==> src/rtl/y_sram_rr_arbiter.sv <==
// y_sram_rr_arbiter
// Round-robin arbiter for one dual-read/single-write Y SRAM port set shared by
// NUM_CH requesters. A grant is held until the owner pulses done or the
// watchdog expires, followed by one turnaround cycle with no grant.
//
// Ports:
//   clock             sole clock, rising edge
//   reset             synchronous active-low reset
//   in_req            per-channel level request
//   in_done           per-channel release pulse (only the owner's counts)
//   in_rdAddr1/2      per-channel read addresses, channel k at [k*ADDR_W +: ADDR_W]
//   in_we             per-channel write enable
//   in_wrAddr         per-channel write address
//   in_wrData         per-channel write data, channel k at [k*DATA_W +: DATA_W]
//   op_grant          registered one-hot grant
//   op_yReadAddress1/2, op_yWriteEnable, op_yWriteAddress, op_writeData
//                     SRAM port, routed from the granted channel
//   op_busy           high while a channel owns the bus
//   op_timeoutErr     one-cycle pulse on a watchdog release
//   op_errCh          channel of the last watchdog release, sticky until reset
module y_sram_rr_arbiter #(
    parameter int unsigned       NUM_CH    = 4,
    parameter int unsigned       ADDR_W    = 11,
    parameter int unsigned       DATA_W    = 256,
    parameter int unsigned       TIMEOUT   = 1023,
    parameter logic [ADDR_W-1:0] IDLE_ADDR = '1
) (
    input  logic                     clock,
    input  logic                     reset,
    input  logic [NUM_CH-1:0]        in_req,
    input  logic [NUM_CH-1:0]        in_done,
    input  logic [NUM_CH*ADDR_W-1:0] in_rdAddr1,
    input  logic [NUM_CH*ADDR_W-1:0] in_rdAddr2,
    input  logic [NUM_CH-1:0]        in_we,
    input  logic [NUM_CH*ADDR_W-1:0] in_wrAddr,
    input  logic [NUM_CH*DATA_W-1:0] in_wrData,
    output logic [NUM_CH-1:0]        op_grant,
    output logic [ADDR_W-1:0]        op_yReadAddress1,
    output logic [ADDR_W-1:0]        op_yReadAddress2,
    output logic                     op_yWriteEnable,
    output logic [ADDR_W-1:0]        op_yWriteAddress,
    output logic [DATA_W-1:0]        op_writeData,
    output logic                     op_busy,
    output logic                     op_timeoutErr,
    output logic [2:0]               op_errCh
);

    // Counter only needs to reach TIMEOUT-1.
    localparam int unsigned    CntW   = (TIMEOUT > 1) ? $clog2(TIMEOUT) : 1;
    localparam logic [CntW-1:0] CntMax = CntW'((TIMEOUT > 0) ? TIMEOUT - 1 : 0);

    typedef enum logic [1:0] {StIdle, StGrant, StRelease} state_e;

    state_e            state_q, state_d;
    logic [NUM_CH-1:0] grant_q, grant_d;
    logic [2:0]        ptr_q, ptr_d;
    logic [CntW-1:0]   cnt_q, cnt_d;
    logic              err_q, err_d;
    logic [2:0]        err_ch_q, err_ch_d;

    logic              any_req;
    logic [2:0]        sel;
    logic [NUM_CH-1:0] sel_onehot;
    logic [2:0]        g_idx;
    logic              owner_done;

    // Rotating priority: first requester at or after ptr+1, wrapping.
    always_comb begin
        int unsigned idx;
        any_req    = 1'b0;
        sel        = '0;
        sel_onehot = '0;
        idx        = 0;
        for (int unsigned i = 1; i <= NUM_CH; i++) begin
            idx = (int'(ptr_q) + i) % NUM_CH;
            if (!any_req && in_req[idx]) begin
                any_req         = 1'b1;
                sel             = 3'(idx);
                sel_onehot[idx] = 1'b1;
            end
        end
    end

    always_comb begin
        g_idx = '0;
        for (int unsigned k = 0; k < NUM_CH; k++) begin
            if (grant_q[k]) g_idx = 3'(k);
        end
    end

    // Done from a non-owner is masked off here.
    assign owner_done = |(in_done & grant_q);

    // State register.
    always_ff @(posedge clock) begin
        if (!reset) begin
            state_q  <= StIdle;
            grant_q  <= '0;
            ptr_q    <= 3'(NUM_CH - 1);
            cnt_q    <= '0;
            err_q    <= 1'b0;
            err_ch_q <= '0;
        end else begin
            state_q  <= state_d;
            grant_q  <= grant_d;
            ptr_q    <= ptr_d;
            cnt_q    <= cnt_d;
            err_q    <= err_d;
            err_ch_q <= err_ch_d;
        end
    end

    // Next-state logic.
    always_comb begin
        state_d  = state_q;
        grant_d  = grant_q;
        ptr_d    = ptr_q;
        cnt_d    = cnt_q;
        err_d    = 1'b0;
        err_ch_d = err_ch_q;
        unique case (state_q)
            // RELEASE arbitrates with the already-updated pointer, so a
            // pending request is granted straight away without visiting IDLE.
            StIdle, StRelease: begin
                if (any_req) begin
                    state_d = StGrant;
                    grant_d = sel_onehot;
                    cnt_d   = '0;
                end else begin
                    state_d = StIdle;
                    grant_d = '0;
                end
            end
            StGrant: begin
                if (owner_done) begin
                    // Done wins over a simultaneous watchdog expiry.
                    state_d = StRelease;
                    grant_d = '0;
                    ptr_d   = g_idx;
                end else if (TIMEOUT != 0 && cnt_q == CntMax) begin
                    state_d  = StRelease;
                    grant_d  = '0;
                    ptr_d    = g_idx;
                    err_d    = 1'b1;
                    err_ch_d = g_idx;
                end else begin
                    cnt_d = cnt_q + 1'b1;
                end
            end
            default: begin
                state_d = StIdle;
                grant_d = '0;
            end
        endcase
    end

    // Outputs: AND-OR mux on the registered one-hot grant.
    always_comb begin
        op_grant         = grant_q;
        op_busy          = (state_q == StGrant);
        op_timeoutErr    = err_q;
        op_errCh         = err_ch_q;
        op_yReadAddress1 = IDLE_ADDR;
        op_yReadAddress2 = IDLE_ADDR;
        op_yWriteAddress = IDLE_ADDR;
        op_yWriteEnable  = 1'b0;
        op_writeData     = '0;
        for (int unsigned k = 0; k < NUM_CH; k++) begin
            if (grant_q[k]) begin
                op_yReadAddress1 = in_rdAddr1[k*ADDR_W +: ADDR_W];
                op_yReadAddress2 = in_rdAddr2[k*ADDR_W +: ADDR_W];
                op_yWriteAddress = in_wrAddr[k*ADDR_W +: ADDR_W];
                op_yWriteEnable  = in_we[k];
                op_writeData     = in_wrData[k*DATA_W +: DATA_W];
            end
        end
    end

endmodule

==> config.mk <==
export PLATFORM = sky130hd
export DESIGN_NAME = y_sram_rr_arbiter
export DESIGN_NICKNAME = d
export VERILOG_FILES = /design/src/rtl/y_sram_rr_arbiter.sv
export SDC_FILE = /design/constraint.sdc
export NUM_CORES = 1
export LEC_CHECK = 0
export ABC_CLOCK_PERIOD_IN_PS = 5100
export CORE_AREA = 2 2 564 566
export DETAILED_ROUTE_END_ITERATION = 8
export DIE_AREA = 0 0 566 568
export PLACE_DENSITY = 0.3
export SYNTH_ARGS = -nofsm -noshare
export SYNTH_HDL_FRONTEND = slang
export SYNTH_SLANG_ARGS = --single-unit
==> constraint.sdc <==
create_clock -name clock -period 5.1 [get_ports clock]
set_input_delay 1.02 -clock clock [delete_from_list [all_inputs] [get_ports clock]]
set_output_delay 1.02 -clock clock [all_outputs]
set_load 0.05 [all_outputs]
==> flow_summary.json <==
{
  "status": "finished with violations",
  "violations": "capacitance limit, slew limit",
  "yosysSeqAreaShare_pct": 5.41,
  "grt_setup_unrepaired": "no",
  "period_needed_ns": 4.48,
  "drt_wl_total_mm": 271,
  "synth.avg_cell_area_sq_um": 6.54,
  "combPwrFrac_pct": 96.4,
  "hold_path_depth": 2,
  "met3_usage_pct": 8.06,
  "seqCellArea_sq_um": 428,
  "placementRows": 207,
  "synth_fp_nets": 2367,
  "grt.overflow.total": 0,
  "core_area_sq_um": 316000,
  "place_hpwl_mm": 252,
  "grt_pass1_wl_mm": 315,
  "die_y_um": 568,
  "worst_pin_slew_ns": 1.64,
  "worstSetupPathType": "register to output port",
  "sequentialPowerShare_pct": 2.0,
  "setup_tns_ns": 0,
  "fp.dieW_um": 566,
  "fill_cells": 36700,
  "cts_resized": 0,
  "fin_skew_ns": 0.00759,
  "clockBufferDepth": 2,
  "final_cell_mix": "clkdlybuf4s50_1, a22oi_1, o21ai_0, buf_12, buf_4",
  "clock_power_share_pct": 1.6,
  "relSlewSlack_pct": -10.6,
  "synth_top_cell_area_share_pct": 52.9,
  "ys_async_sr_fraction_pct": 0,
  "tritoncts": "done",
  "ys_warn_count": 0,
  "post_drt_wl_per_cell_um": 39.9,
  "drv_slew": 1,
  "p_int_mw": 4.25,
  "total_leakage_power_nw": 8.90,
  "powerDensity_nw_per_um2": 371,
  "drv_cap": 1,
  "clk_pin_slew_worst_paths_ns": 0.07,
  "synth_area_sq_um": 7770,
  "post-place-ws_ns": 0.878,
  "ys_ff_latch": 21,
  "port_buffers": 1467,
  "synthCells": 1187,
  "finalCritPeriodShare_pct": 87.8,
  "ant_nets": 0,
  "fmax_mhz": 223,
  "r2r.worst_path.cells": 7,
  "top_usage_layer": "met2",
  "ctsRootBufferMaster": "clkbuf_16",
  "required_ns": 4.08,
  "final.setup.worst_slack_ns": 0.623,
  "setup_viol": 0,
  "clk-insertion-delay-late_ns": 0.26,
  "die-area_sq_um": 321000,
  "min_path_type": "register to register",
  "cts.sinks": 21,
  "end_kind": "output port",
  "nets": 3733,
  "ctsHoldBuffers": 0,
  "hold_violations": 0,
  "initial_utilization_pct": 2.46,
  "ir_drop_mv": 0.151,
  "use_met2_pct": 27.2,
  "drt_iter0_drc": 1283,
  "yosysTopAreaCell": "a22oi_1",
  "dr.pass1.iters": 5,
  "ys.flop_type": "dfxtp_1",
  "antenna_found_initial": 332,
  "p_sw_mw": 6.95,
  "cts_setup_buffers": 0,
  "vias_per_cell": 2.80,
  "place_congestion": 0.970,
  "multi_input_area_sq_um": 6670,
  "track_usage_pct": 16.1,
  "cp_max_fo": 39,
  "h-tree-depth": 1,
  "p_total_mw": 11.2,
  "critPathLaunchType": "register",
  "vias": 19100,
  "area_growth_pct": 289,
  "numCtsBuffers": 3,
  "ys_top_cells_by_area": "a22oi_1, o21ai_0, clkbuf_1",
  "drive_above_1_share_pct": 14.0,
  "io_pins": 1469,
  "synth_edf_count": 0,
  "p_sw_share_pct": 62.1,
  "grt_pass1_vias": 18400,
  "use_met1_pct": 18.6,
  "synth.distinct_cells": 45,
  "final_common_cell": "clkdlybuf4s50_1",
  "arrival_ns": 3.46,
  "grt_start_max_net_pins": 130,
  "drc": 0
}
==> flip-flops by register name (all words and copies together), names as in the netlist <==
signal / count
ptr_q: 2
cnt_q: 10
op_errCh: 2
op_timeoutErr: 1
state_q: 2
op_grant: 4
==> layout make-up <==
cell class,count,share of cell area [%]
Timing Repair Buffer,1524,58.3
Multi-Input combinational cell,996,22.1
Tap cell,4180,17.3
Sequential cell,21,1.42
Antenna cell,60,0.497
Clock buffer,3,0.249
Inverter,7,0.0870
Clock inverter,1,0.0166
==> cell families after synthesis <==
family          after synthesis  share of synthesized area [%]
other cells                   1                         0.0483
fa+ha+maj                    10                           1.61
compound gates              898                           76.9
xor+xnor                      7                          0.789
simple gates                 71                           4.86
buf+inv                     170                           8.99
flops                        21                           5.41
mux                           9                           1.37
==> power by group through the flow <==
stage | Combinational, mW | Clock [mW] | Sequential, mW
2_1_floorplan | 4.18 | 0 | 0.208
6_report | 10.8 | 0.182 | 0.223
4_1_cts | 11.1 | 0.185 | 0.223
5_1_grt | 11.2 | 0.193 | 0.225
3_3_place_gp | 11.1 | 0 | 0.227
3_5_place_dp | 11.1 | 0 | 0.227
==> metrics by stage <==
step / cell area [sq um] / std cells / hold slack (ns) / utilization, %
6_report: 30200 / 6792 / 0.531 / 9.55
3_3_place_gp: 30000 / 6728 / 0.502 / 9.48
4_1_cts: 30000 / 6732 / 0.521 / 9.50
5_1_grt: 30100 / 6752 / 0.573 / 9.52
2_1_floorplan: 7770 / 1187 / 0.472 / -
3_5_place_dp: 30000 / 6728 / 0.487 / 9.48
==> Yosys cell counts, drive strengths merged (2+ instances only) <==
master / number
nand3: 6
xor2: 4
nor4: 3
o211ai: 5
and4: 3
xnor2: 3
o21ai: 293
nand2: 9
a22oi: 547
a211oi: 2
nor3: 8
a311oi: 4
a22o: 2
o22ai: 33
clkbuf: 114
buf: 49
a31oi: 4
ha: 10
nor2: 22
mux2: 3
and3: 3
nor2b: 5
mux2i: 5
inv: 7
a21oi: 2
dfxtp: 21
nand4: 3
a221o: 4
or2: 2
==> routing by layer <==
metal,wire length [um],part of all wire (%)
met3,31200,12
met5,1130,0.42
met1,107000,39
met2,125000,46
met4,6470,2.4
==> worst paths after layout <==
path / startpoint / endpoint / slack (ns)
worst max-delay path: op_grant[1]$_SDFFE_PN0P_ / op_writeData[69] / 0.62
worst min-delay path: op_errCh[1]$_SDFFE_PN0P_ / op_errCh[1]$_SDFFE_PN0P_ / 0.53
worst max register to register: op_grant[2]$_SDFFE_PN0P_ / cnt_q[1]$_SDFFE_PN0P_ / 2.49
worst min register to register: op_errCh[1]$_SDFFE_PN0P_ / op_errCh[1]$_SDFFE_PN0P_ / 0.53
==> critical path: stages (launching register included) <==
cell     delay [ns]
dfxtp_1        0.41
inv_2          0.17
nor2_4         0.22
buf_12         0.25
buf_4          0.43
a22oi_1        0.11
o21ai_0        1.26
buf_12         0.24
No activity file was read; power rests on OpenSTA's default activity.
==> RTL change (config.mk and constraints unchanged) <==
The parameter `TIMEOUT` goes from 1023 to 2046.
--- a/src/rtl/y_sram_rr_arbiter.sv
+++ b/src/rtl/y_sram_rr_arbiter.sv
@@ -22,7 +22,7 @@
     parameter int unsigned       NUM_CH    = 4,
     parameter int unsigned       ADDR_W    = 11,
     parameter int unsigned       DATA_W    = 256,
-    parameter int unsigned       TIMEOUT   = 1023,
+    parameter int unsigned       TIMEOUT   = 2046,
     parameter logic [ADDR_W-1:0] IDLE_ADDR = '1
 ) (
     input  logic                     clock,
Behaviour: same outputs for any inputs over 4 cycles, from zero or initial values and one cycle with reset low; that may be too few to reach the edited logic, so the function may still have changed.
==> RTL change against the unedited design <==
- area after synthesis grew 1.8%
- critical path type unchanged
- power decreased by 2.0%
- setup slack worse by 0.17 ns
- sequential share of layout area about the same
- synthesized cell count grew 0.84%
- design area increased by 1.5%
- wire length decreased by 5.9%
- largest power group unchanged
- hold slack worse by 0.011 ns
- count of clock-buffer cells in the layout is 1 higher
- critical endpoint is now op_writeData[148]
- register-to-register slack got worse by 0.02 ns
- sequential cell count up 1
- critical path depth unchanged
==> RTL change: results (changes against the unedited design) <==
status = completed
Tightest Pin Transition = 1.30 ns (-0.337 ns)
Slew Viols, Final = 0 (-1)
Fillers = 36613 (-0.21%)
Setup WS pre-CTS = 0.511 ns (-0.367 ns)
Routed met1 length = 111000 um (+4.3%)
Seq/Total Area, Yosys = 5.57% (+0.16 points)
first-pass GRT wire length = 297000 um (-5.7%)
critical path peak fanout = 84 (+120%)
Pre-Repair DR Iteration Count = 7 (+2)
largest net degree at the start of global routing = 157 (+21%)
met1 Usage GRT = 19.3% (+0.72 points)
initial antenna violation count = 316 (-4.8%)
wire length per cell = 37.4 um (-6.3%)
Worst path slowest cell = o21ai_1
DP Area = 30400 um^2 (+1.4%)
gr usage total = 15.1% (-1.0 points)
Multi-input gate area = 6760 um^2 (+1.3%)
max reg flops = 11 (+1)
met2 usage = 23.6% (-3.5 points)
P_leak = 9.03 nW (+1.5%)
vias per cell = 2.78 (-0.89%)
Max Cap Violations = 0 (-1)
top cells by count, synth = a22oi_1, o21ai_0, clkbuf_1
M3 GR Usage = 7.23% (-0.83 points)
Iter 0 DRT Violations = 1336 (+4.1%)
switch share = 60.6% (-1.5 points)
fin nets = 3750 (+0.46%)
Clock Skew = 0.00537 ns (-0.00222 ns)
crit path DAT = 3.63 ns (+0.17 ns)
Post-Layout Cell Count = 6819 (+0.40%)
DP HPWL = 237000 um (-6.0%)
CP max stage delay = 0.97 ns (-0.29 ns)
VDD IR-drop max = 0.000174 V (+15%)
Top Family by Delay on Critical Path = buffers and inverters
share of cells above drive strength 1 = 14.3% (+0.30 points)
Seq group = 0.000233 W (+4%)
P_int = 0.00432 W (+1.8%)
Placer Congestion = 0.969 (-0.12%)
DR WL met3 = 28700 um (-8.0%)
## RTL change: area by class of cell
class                   instances  area share, %
diodes                         70          0.572
clock buffers                   4          0.327
inverters                       7         0.0857
multi-input cells            1002           22.1
flip-flops and latches         22           1.46
well taps                    4180           17.1
repair buffers               1534           58.4
## RTL change: cells by family after synthesis
group | share of synthesized area [%]
multiplexers | 1.72
buffers and inverters | 9.37
AND/OR/NAND/NOR | 5.40
XOR/XNOR | 0.997
AO/OA/AOI/OAI | 75.3
flip-flops | 5.57
other | 0.0474
adder cells (fa/ha/maj) | 1.58
## RTL change: final timing paths
check,startpoint,endpoint,slack [ns],cells past startpoint
setup / recovery,op_grant[1],op_writeData[148],0.45,7
hold / removal,op_errCh[0],op_errCh[0],0.52,2
setup reg to reg,op_grant[3],op_grant[3],2.47,5
hold reg to reg,op_errCh[0],op_errCh[0],0.52,2
